File: config.mk
export PLATFORM = sky130hd
export DESIGN_NAME = pe_cfg_loader_flat
export DESIGN_NICKNAME = d
export VERILOG_FILES = /design/src/rtl/pe_cfg_pkg.sv /design/src/rtl/pe_cfg_loader_if.sv /design/src/rtl/pe_cfg_fifo.sv /design/src/rtl/pe_cfg_loader.sv /design/src/flat_wrapper.sv
export SDC_FILE = /design/constraint.sdc
export NUM_CORES = 1
export LEC_CHECK = 0
export CORE_MARGIN = 2
export CORE_UTILIZATION = 46
export CTS_CLUSTER_DIAMETER = 40
export CTS_CLUSTER_SIZE = 20
export DETAILED_ROUTE_END_ITERATION = 8
export SLEW_MARGIN = 20
export SYNTH_ARGS = -nofsm -noshare
export SYNTH_HDL_FRONTEND = slang
export SYNTH_SLANG_ARGS = --single-unit
File: constraint.sdc
create_clock -name clk -period 7.7 [get_ports clk]
set_clock_uncertainty 0.15 [all_clocks]
set_input_delay 1.155 -clock clk [delete_from_list [all_inputs] [get_ports clk]]
set_output_delay 1.155 -clock clk [all_outputs]
set_load 0.02 [all_outputs]
File: src/rtl/pe_cfg_pkg.sv
// Shared types for the PE configuration loader: FSM states, output word and FIFO entry layouts.
// The CKSUM state exists only when PE_CFG_CHECKSUM_EN is defined.
package pe_cfg_pkg;

    localparam logic [31:0] START_CMD_DEFAULT = 32'd1;

    typedef struct packed {
        logic        valid;
        logic [31:0] data;
    } cfg_word_t;

    typedef struct packed {
        logic        last;
        logic [31:0] data;
    } fifo_entry_t;

    typedef enum logic [2:0] {
        ST_IDLE,
        ST_SEND,
`ifdef PE_CFG_CHECKSUM_EN
        ST_CKSUM,
`endif
        ST_GAP,
        ST_START
    } state_t;

endpackage

File: src/rtl/pe_cfg_loader_if.sv
// Host-side valid/ready handshake carrying configuration words and the packet-end flag.
interface pe_cfg_loader_if;

    logic        host_valid;
    logic        host_ready;
    logic [31:0] host_data;
    logic        host_last;

    modport master (output host_valid, output host_data, output host_last, input host_ready);
    modport slave  (input host_valid, input host_data, input host_last, output host_ready);

endinterface

File: src/rtl/pe_cfg_fifo.sv
// Synchronous FIFO with wrap-bit pointers; read data is the current head entry (show-ahead).
module pe_cfg_fifo #(
    parameter int WIDTH = 33,
    parameter int DEPTH = 8
) (
    input  logic             clk,
    input  logic             reset,
    input  logic             i_push,
    input  logic [WIDTH-1:0] i_wdata,
    input  logic             i_pop,
    output logic [WIDTH-1:0] o_rdata,
    output logic             o_full,
    output logic             o_empty
);

    localparam int AW = $clog2(DEPTH);

    logic [AW:0]      r_wr_ptr;
    logic [AW:0]      r_rd_ptr;
    logic [WIDTH-1:0] r_mem [DEPTH];
    logic             w_push;
    logic             w_pop;

    assign w_push  = i_push & ~o_full;
    assign w_pop   = i_pop & ~o_empty;
    assign o_empty = (r_wr_ptr == r_rd_ptr);
    assign o_full  = (r_wr_ptr[AW] != r_rd_ptr[AW]) && (r_wr_ptr[AW-1:0] == r_rd_ptr[AW-1:0]);
    assign o_rdata = r_mem[r_rd_ptr[AW-1:0]];

    always_ff @(posedge clk or posedge reset) begin
        if (reset) begin
            r_wr_ptr <= '0;
            r_rd_ptr <= '0;
        end else begin
            if (w_push) r_wr_ptr <= r_wr_ptr + 1'b1;
            if (w_pop)  r_rd_ptr <= r_rd_ptr + 1'b1;
        end
    end

    // NOTE: storage is not reset; empty pointers make stale contents unreachable.
    always_ff @(posedge clk) begin
        if (w_push) r_mem[r_wr_ptr[AW-1:0]] <= i_wdata;
    end

endmodule

File: src/rtl/pe_cfg_loader.sv
// Buffers host configuration packets and streams them to the PE, followed by a start command.
// Define PE_CFG_CHECKSUM_EN to append an XOR checksum word after each packet.
import pe_cfg_pkg::*;

module pe_cfg_loader #(
    parameter int          DEPTH      = 8,
    parameter int          GAP_CYCLES = 2,
    parameter logic [31:0] START_CMD  = START_CMD_DEFAULT
) (
    input  logic                   clk,
    input  logic                   reset,
    pe_cfg_loader_if.slave         host,
    input  logic                   cfg_hold,
    output logic [32:0]            PE_Configure_Inport,
    output logic                   cfg_done,
    output logic [7:0]             word_cnt
);

    localparam int GW = (GAP_CYCLES > 1) ? $clog2(GAP_CYCLES) : 1;

    state_t      r_state, w_state_nxt;
    cfg_word_t   r_out, w_out_nxt;
    logic        r_done, w_done_nxt;
    logic [7:0]  r_cnt;
    logic [GW-1:0] r_gap_cnt;
    logic        r_ready_en;
    logic        w_full, w_empty, w_push, w_pop;
    logic        w_cnt_clr, w_cnt_inc, w_gap_clr, w_gap_inc;
    fifo_entry_t w_entry, w_head;
`ifdef PE_CFG_CHECKSUM_EN
    logic [31:0] r_xor;
`endif

    // Ready stays low through reset and rises on the first edge after release.
    assign host.host_ready = r_ready_en & ~w_full;
    assign w_push  = host.host_valid & host.host_ready;
    assign w_entry = '{last: host.host_last, data: host.host_data};

    pe_cfg_fifo #(.WIDTH($bits(fifo_entry_t)), .DEPTH(DEPTH)) u_fifo (
        .clk     (clk),
        .reset   (reset),
        .i_push  (w_push),
        .i_wdata (w_entry),
        .i_pop   (w_pop),
        .o_rdata (w_head),
        .o_full  (w_full),
        .o_empty (w_empty)
    );

    always_ff @(posedge clk or posedge reset) begin
        if (reset) r_state <= ST_IDLE;
        else       r_state <= w_state_nxt;
    end

    // NOTE: every output of this block gets a default first so no latch is inferred.
    always_comb begin
        w_state_nxt = r_state;
        w_out_nxt   = '{valid: 1'b0, data: r_out.data};
        w_done_nxt  = 1'b0;
        w_pop       = 1'b0;
        w_cnt_clr   = 1'b0;
        w_cnt_inc   = 1'b0;
        w_gap_clr   = 1'b0;
        w_gap_inc   = 1'b0;
        if (!cfg_hold) begin
            case (r_state)
                ST_IDLE: begin
                    if (!w_empty) begin
                        w_state_nxt = ST_SEND;
                        w_cnt_clr   = 1'b1;
                    end
                end
                ST_SEND: begin
                    if (!w_empty) begin
                        w_pop     = 1'b1;
                        w_out_nxt = '{valid: 1'b1, data: w_head.data};
                        w_cnt_inc = 1'b1;
                        if (w_head.last) begin
`ifdef PE_CFG_CHECKSUM_EN
                            w_state_nxt = ST_CKSUM;
`else
                            w_state_nxt = (GAP_CYCLES == 0) ? ST_START : ST_GAP;
                            w_gap_clr   = 1'b1;
`endif
                        end
                    end
                end
`ifdef PE_CFG_CHECKSUM_EN
                ST_CKSUM: begin
                    w_out_nxt   = '{valid: 1'b1, data: r_xor};
                    w_cnt_inc   = 1'b1;
                    w_state_nxt = (GAP_CYCLES == 0) ? ST_START : ST_GAP;
                    w_gap_clr   = 1'b1;
                end
`endif
                ST_GAP: begin
                    if (r_gap_cnt == GW'(GAP_CYCLES - 1)) w_state_nxt = ST_START;
                    else                                  w_gap_inc   = 1'b1;
                end
                ST_START: begin
                    w_out_nxt   = '{valid: 1'b1, data: START_CMD};
                    w_done_nxt  = 1'b1;
                    w_state_nxt = ST_IDLE;
                end
                default: w_state_nxt = ST_IDLE;
            endcase
        end
    end

    // NOTE: sequential state uses non-blocking assignments so every register samples pre-edge values.
    always_ff @(posedge clk or posedge reset) begin
        if (reset) begin
            r_out      <= '0;
            r_done     <= 1'b0;
            r_cnt      <= '0;
            r_gap_cnt  <= '0;
            r_ready_en <= 1'b0;
        end else begin
            r_ready_en <= 1'b1;
            r_out      <= w_out_nxt;
            r_done     <= w_done_nxt;
            if (w_cnt_clr)                        r_cnt <= '0;
            else if (w_cnt_inc && r_cnt != 8'hFF) r_cnt <= r_cnt + 8'd1;
            if (w_gap_clr)      r_gap_cnt <= '0;
            else if (w_gap_inc) r_gap_cnt <= r_gap_cnt + 1'b1;
        end
    end

`ifdef PE_CFG_CHECKSUM_EN
    always_ff @(posedge clk or posedge reset) begin
        if (reset)          r_xor <= '0;
        else if (w_cnt_clr) r_xor <= '0;
        else if (w_pop)     r_xor <= r_xor ^ w_head.data;
    end
`endif

    assign PE_Configure_Inport = r_out;
    assign cfg_done            = r_done;
    assign word_cnt            = r_cnt;

endmodule

File: src/flat_wrapper.sv
// flat-port wrapper written by rule: the top's interface ports become plain ports
module pe_cfg_loader_flat 
#(
    parameter int          DEPTH      = 8,
    parameter int          GAP_CYCLES = 2,
    parameter logic [31:0] START_CMD  = START_CMD_DEFAULT
)
  (clk, reset, cfg_hold, PE_Configure_Inport, cfg_done, word_cnt, host_host_valid, host_host_data, host_host_last, host_host_ready);
  pe_cfg_loader_if host_i ();
  input  logic clk;
  input  logic reset;
  input  logic cfg_hold;
  output logic [32:0] PE_Configure_Inport;
  output logic cfg_done;
  output logic [7:0] word_cnt;
  input wire logic [$bits(host_i.host_valid)-1:0] host_host_valid;
  input wire logic [$bits(host_i.host_data)-1:0] host_host_data;
  input wire logic [$bits(host_i.host_last)-1:0] host_host_last;
  output wire logic [$bits(host_i.host_ready)-1:0] host_host_ready;
  assign host_i.host_valid = host_host_valid;
  assign host_i.host_data = host_host_data;
  assign host_i.host_last = host_host_last;
  assign host_host_ready = host_i.host_ready;
  pe_cfg_loader #(.DEPTH(DEPTH), .GAP_CYCLES(GAP_CYCLES), .START_CMD(START_CMD)) u_core (.clk(clk), .reset(reset), .host(host_i), .cfg_hold(cfg_hold), .PE_Configure_Inport(PE_Configure_Inport), .cfg_done(cfg_done), .word_cnt(word_cnt));
endmodule
## Word level (Yosys, flattened, before mapping)

Memory sizes are Yosys's and may differ from the RTL's.
Index checks and enable logic that the tools add are counted.

| word-level totals | value |
|---|---|
| input bits | 37 |
| bits in latches | 0 |
| word-level logic and storage cells | 68 |
| register bits | 55 |
| bits in read-only memories | 0 |
| memories kept | 1 |
| RAM bits | 264 |
| output and inout bits | 43 |

| cells by class | value |
|---|---|
| multiply operators | 0 |
| div/mod/pow operators | 0 |
| shifts and indexed selects | 0 |
| magnitude comparators | 0 |
| add/sub/neg operators | 4 |
| bitwise operators | 7 |
| multiplexer cells | 28 |
| equality and inequality tests | 11 |
| reduce and logical (&&, ||, !) cells | 8 |

Memories:

| memory | words | width | rd ports | clocked after Yosys merged registers in | wr ports | line | text |
|---|---|---|---|---|---|---|---|
| u_core.u_fifo.r_mem | 8 | 33 | 1 | 0 | 1 | pe_cfg_fifo.sv:20 | `logic [WIDTH-1:0] r_mem [DEPTH];` |

Operator list:

| cell | count |
|---|---|
| 33-bit two-way mux | 2 |
| 33-bit one-hot mux with 2 select lines | 1 |
| 1-bit two-way mux | 18 |
| 8-bit two-way mux | 2 |
| 3-bit two-way mux | 4 |
| 3-bit one-hot mux with 3 select lines | 1 |
| 4-bit by 1-bit adder with 4-bit output (second input constant) | 2 |
| 8-bit by 1-bit adder with 8-bit output (second input constant) | 1 |
| 8-bit inequality test (second input constant) | 1 |
| 3-bit by 2-bit equality test with 1-bit output (second input constant) | 2 |
| 2-bit inequality test (second input constant) | 3 |
| 2-bit nonzero test | 3 |
| 5-bit AND reduction | 1 |
| 1-bit AND | 4 |
| 4-bit equality test | 1 |
| 3-bit by 1-bit equality test with 1-bit output (second input constant) | 1 |
| 3-bit equality test | 1 |
| 3-bit logical NOT | 1 |
| 1-bit NOT | 3 |
| 3-bit AND reduction | 1 |
| 1-bit logical AND | 2 |
| 2-bit by 1-bit inequality test with 1-bit output (second input constant) | 1 |
| 1-bit adder (second input constant) | 1 |
| 1-bit inequality test | 1 |

## Depth between registers and ports, before layout

| logic depth | value |
|---|---|
| depth in word-level cells | 8 |
| mapped depth | 8 |
| mapped depth without buffers | 6 |

## Hierarchy

Synthesis repeated with hierarchy kept, for this count alone.

| unflattened totals | value |
|---|---|
| cells, all modules | 666 |
| area total of the unflattened synthesis | 12883.6 sq um |

Modules (own cells, without submodules):

| module | cells each | area each (sq um) | times used | seq. area each (sq um) |
|---|---|---|---|---|
| pe_cfg_fifo | 442 | 10825.4 | 1 | 8127.8 |
| pe_cfg_loader | 224 | 2058.2 | 1 | 1151.1 |

## Worst setup path before layout

Ideal clock, no wire load.

| timing path | value |
|---|---|
| kind | input to register |
| start | in host_host_valid |
| end | mem u_core.u_fifo.r_mem[0][0], enable pin |
| buffers on the path | 0 |
| setup slack | 3048 ps |
| arrival | 4037 ps |
| data required time | 7086 ps |
| library setup time | 464 ps |
| stages | 4 |
| cell sequence | nand2_1 a41oi_1 nand2b_1 nor3_1 |

| on the way | value |
|---|---|
| word-level cells in the longest chain between the ends | 4 |

Ends and longest elaborated chain:

| element | line | text |
|---|---|---|
| from (decl) | flat_wrapper.sv:16 | `input wire logic [$bits(host_i.host_valid)-1:0] host_host_valid;` |
| 1-bit AND | pe_cfg_loader.sv:36 | `assign w_push = host.host_valid & host.host_ready;` |
| 1-bit AND | pe_cfg_fifo.sv:24 | `assign w_push = i_push & ~o_full;` |
| 1-bit two-way mux | pe_cfg_fifo.sv:42 | `if (w_push) r_mem[r_wr_ptr[AW-1:0]] <= i_wdata;` |
| 1-bit two-way mux (not written as such) | pe_cfg_fifo.sv:42 |  |
| to (decl) | pe_cfg_fifo.sv:20 |  |

Every way passes these cells.

## Final worst setup path

| timing path | value |
|---|---|
| start | reg u_core.u_fifo.r_rd_ptr[1] |
| end | out host_host_ready |

| on the way | value |
|---|---|
| word-level cells in the longest chain between the ends | 4 |

Ends and longest elaborated chain:

| element | line | text |
|---|---|---|
| from (decl) | pe_cfg_fifo.sv:19 | `logic [AW:0] r_rd_ptr;` |
| from (signal assigned) | pe_cfg_fifo.sv:36 | `if (w_pop) r_rd_ptr <= r_rd_ptr + 1'b1;` |
| 3-bit equality test | pe_cfg_fifo.sv:27 | `assign o_full = (r_wr_ptr[AW] != r_rd_ptr[AW]) && (r_wr_ptr[AW-1:0] == r_rd_ptr[AW-1:0]);` |
| 1-bit logical AND | pe_cfg_fifo.sv:27 |  |
| 1-bit NOT | pe_cfg_loader.sv:35 | `assign host.host_ready = r_ready_en & ~w_full;` |
| 1-bit AND | pe_cfg_loader.sv:35 |  |
| to (decl) | flat_wrapper.sv:19 | `output wire logic [$bits(host_i.host_ready)-1:0] host_host_ready;` |

Every way passes these cells.

==> impl_metrics.json <==
{
  "ant_nets": 0,
  "synth_largest_area_cell": "edfxtp_1",
  "drive_above_1_share_pct": 23.2,
  "nFillCells": 1953,
  "num_rows": 59,
  "hold_viol_final": 0,
  "final_cells": 1065,
  "drtIter0Drc": 436,
  "required_ps": 6390,
  "die_y_um": 168,
  "gr-usage-met2_pct": 30.1,
  "wl_per_cell_um": 22.2,
  "syn_to_final_growth_pct": 21.5,
  "grt_pass1_wl_um": 37700,
  "numClockSinks": 318,
  "tns_ps": 0,
  "timing.final.crit_share_pct": 55.8,
  "setup_viol": 0,
  "period_minus_slack_ps": 4300,
  "dieArea_um2": 28100,
  "max_slew.worst_pin.slew_ps": 1090,
  "hp-class": "register to register",
  "rrSetupSlack_ps": 4110,
  "cts_tree": "yes",
  "hold_path_end": "u_core.PE_Configure_Inport[7]",
  "post_cts_resized": 0,
  "via_per_inst": 5.56,
  "cts-htree-levels": 2,
  "cap_violations": 0,
  "synthArstFlopShare_pct": 17.0,
  "syn_area_um2": 12300,
  "yosys_register_bits": 318,
  "use_met3_pct": 3.17,
  "ys_seq_area_share_pct": 75.3,
  "path_clk_slew_ps": 60,
  "coreArea_um2": 26200,
  "cts-buffers-inserted": 41,
  "clockBufferDepth": 3,
  "root_buffer": "clkbuf_16",
  "first_pass_iters": 5,
  "start_kind": "register",
  "finalWirelength_um": 23600,
  "power_density_nw_per_um2": 378,
  "grt_util_all_layers_pct": 17.7,
  "ios": 80,
  "synth.distinct_cells": 43,
  "nets": 742,
  "fmax_mhz": 233,
  "vias": 5920,
  "rsz0062_at_grt": "false",
  "place_area_um2": 13500,
  "antenna_found_initial": 0,
  "gp_congestion": 0.789,
  "critPathCaptureType": "output port",
  "critical_path_class": "register to output port",
  "timing.rr.end": "u_core.u_fifo.r_mem[1][2]",
  "ff2ff_path_depth": 6,
  "path_max_fanout": 70,
  "ys_warn_count": 0,
  "pre_cts_slack_ps": 3830,
  "synth_area_leaders": "edfxtp_1 (64%), mux4_2 (12%), dfrtp_1 (11%), mux2i_1 (2.5%), o2bb2ai_1 (2.2%)",
  "start_util_pct": 47.0,
  "r2r-start": "u_core.u_fifo.r_rd_ptr[1]",
  "final_core_utilization_pct": 57.1,
  "hpwl_um": 12800,
  "holdPathStages": 1,
  "irDropWorstVdd_v": 0.000205,
  "die_x_um": 168,
  "synthDominantCellAreaShare_pct": 64.3,
  "syn-num-nets": 639,
  "finalPower_mw": 5.67,
  "synthFlopType": "edfxtp_1",
  "critPathArrivalTime_ps": 2990,
  "slew-limit-headroom_pct": 27.2,
  "cts_setup_buffers": 0,
  "grt_max_degree": 71,
  "grt.busiest_layer": "met2",
  "drc": 0,
  "status": "complete, no violations",
  "postCtsHoldBufs": 0,
  "clkLatencyLatePin_ps": 530,
  "hp-start": "u_core.PE_Configure_Inport[7]",
  "use_met1_pct": 23.7,
  "maxSlewViolCount": 0,
  "leakage_nw": 5.03,
  "dp.cells": 990,
  "stdcell_area_um2": 15000,
  "io_buffers": 79,
  "holdWs_ps": 336,
  "n_antenna_cell": 0,
  "overflow": 0,
  "synth_area_per_cell_um2": 20.7,
  "grt_pass1_vias": 6475,
  "synth_cells": 595,
  "synth_edf_count": 264,
  "fin_ws_ps": 3400
}
==> critical path, stage by stage, from the launching register on <==
cell and delay, ps:
dfrtp_4 1140, xor2_2 280, o41a_1 490, clkdlybuf4s50_1 550
==> worst max path at each step <==
stage | from | endpoint | slack (ps)
after CTS | u_core.u_fifo.r_rd_ptr[1] | host_host_ready | 3360
after detailed placement | host_host_valid | u_core.u_fifo.r_mem[1][26] | 3830
after floorplan | host_host_valid | u_core.u_fifo.r_mem[0][0] | 3050
final | u_core.u_fifo.r_rd_ptr[1] | host_host_ready | 3400
after global placement | host_host_valid | u_core.u_fifo.r_mem[1][26] | 3640
after global routing | u_core.u_fifo.r_rd_ptr[1] | host_host_ready | 3270
==> metal layers <==
metal | up-vias | wire (um)
met1 | 3090 | 10300
met3 | 29 | 912
met4 | 0 | 301
met2 | 128 | 12100
met5 | - | 0
li1 | 2673 | -
==> power by group <==
| group | internal [mW] | switching, mW |
|---|---|---|
| Sequential | 2.09 | 0.249 |
| Combinational | 0.709 | 0.680 |
| Clock | 1.17 | 0.763 |
==> cell usage in the layout, fill, tap and decap left out, types with 3 or more instances in the layout <==
| cell type | instances |
|---|---|
| nor2b_1 | 3 |
| edfxtp_1 | 264 |
| o31ai_1 | 4 |
| buf_4 | 10 |
| mux4_2 | 66 |
| clkinv_8 | 3 |
| o21ai_0 | 3 |
| or4_1 | 3 |
| and3_1 | 3 |
| clkinv_4 | 4 |
| a21oi_1 | 11 |
| nand4_1 | 5 |
| nand2_1 | 12 |
| nor2_1 | 3 |
| mux2i_1 | 31 |
| clkdlybuf4s50_1 | 79 |
| ha_1 | 7 |
| xor2_2 | 3 |
| xnor2_1 | 9 |
| clkbuf_16 | 42 |
| inv_1 | 7 |
| nand2b_1 | 3 |
| mux2_2 | 3 |
| nor2_4 | 5 |
| clkinvlp_4 | 4 |
| nor3_1 | 6 |
| dfrtp_1 | 51 |
| o2bb2ai_1 | 31 |
| clkbuf_1 | 5 |
| inv_6 | 6 |
| inv_8 | 6 |
| bufinv_16 | 4 |
==> Yosys cell counts, types with 2 or more instances <==
| cell type | number |
|---|---|
| xnor2_1 | 9 |
| clkbuf_1 | 8 |
| edfxtp_1 | 264 |
| o41a_1 | 2 |
| mux4_2 | 66 |
| mux2i_1 | 31 |
| o21ai_0 | 3 |
| or4_1 | 3 |
| buf_4 | 5 |
| inv_1 | 9 |
| nand3_1 | 2 |
| ha_1 | 7 |
| o211ai_1 | 2 |
| a21oi_1 | 11 |
| mux2_2 | 3 |
| nor2b_1 | 3 |
| buf_2 | 14 |
| o2bb2ai_1 | 31 |
| dfrtp_1 | 54 |
| nor3_1 | 8 |
| nor4_1 | 2 |
| a211oi_1 | 2 |
| and3_1 | 3 |
| nor2_1 | 8 |
| xor2_2 | 3 |
| nand2b_1 | 3 |
| or3_1 | 2 |
| buf_6 | 3 |
| nand4_1 | 5 |
| nand2_1 | 12 |
| o31ai_1 | 4 |
| xor2_1 | 2 |
==> cells by family (layout without fill, tap and decap cells) <==
| kind of cell | after synthesis | after routing | synth area share (%) |
|---|---|---|---|
| AO/OA/AOI/OAI | 63 | 63 | 4.10 |
| XOR/XNOR | 14 | 14 | 1.18 |
| adder cells (fa/ha/maj) | 7 | 7 | 0.710 |
| buffers and inverters | 40 | 175 | 1.70 |
| flip-flops | 318 | 318 | 75.3 |
| multiplexers | 100 | 100 | 14.8 |
| other | 1 | 1 | 0.0304 |
| AND/OR/NAND/NOR | 52 | 52 | 2.16 |
==> flip-flops by register name, indices dropped and copies added, names as in the netlist <==
| signal | cells |
|---|---|
| u_core.PE_Configure_Inport | 33 |
| u_core.u_fifo.r_mem | 264 |
| u_core.u_fifo.r_wr_ptr | 4 |
| u_core.r_state | 2 |
| u_core.word_cnt | 8 |
| u_core.cfg_done | 1 |
| u_core.r_ready_en | 1 |
| u_core.u_fifo.r_rd_ptr | 4 |
| u_core.r_gap_cnt | 1 |
==> cell type report <==
cell class | instances | area (um^2) | area share [%]
flip-flops and latches | 318 | 9290 | 62.0
multi-input cells | 237 | 2900 | 19.4
clock buffers | 47 | 1070 | 7.14
repair buffers | 91 | 908 | 6.07
well taps | 335 | 419 | 2.80
clock inverters | 28 | 358 | 2.39
inverters | 9 | 33.8 | 0.226
Power figures use the tool's default switching activity.
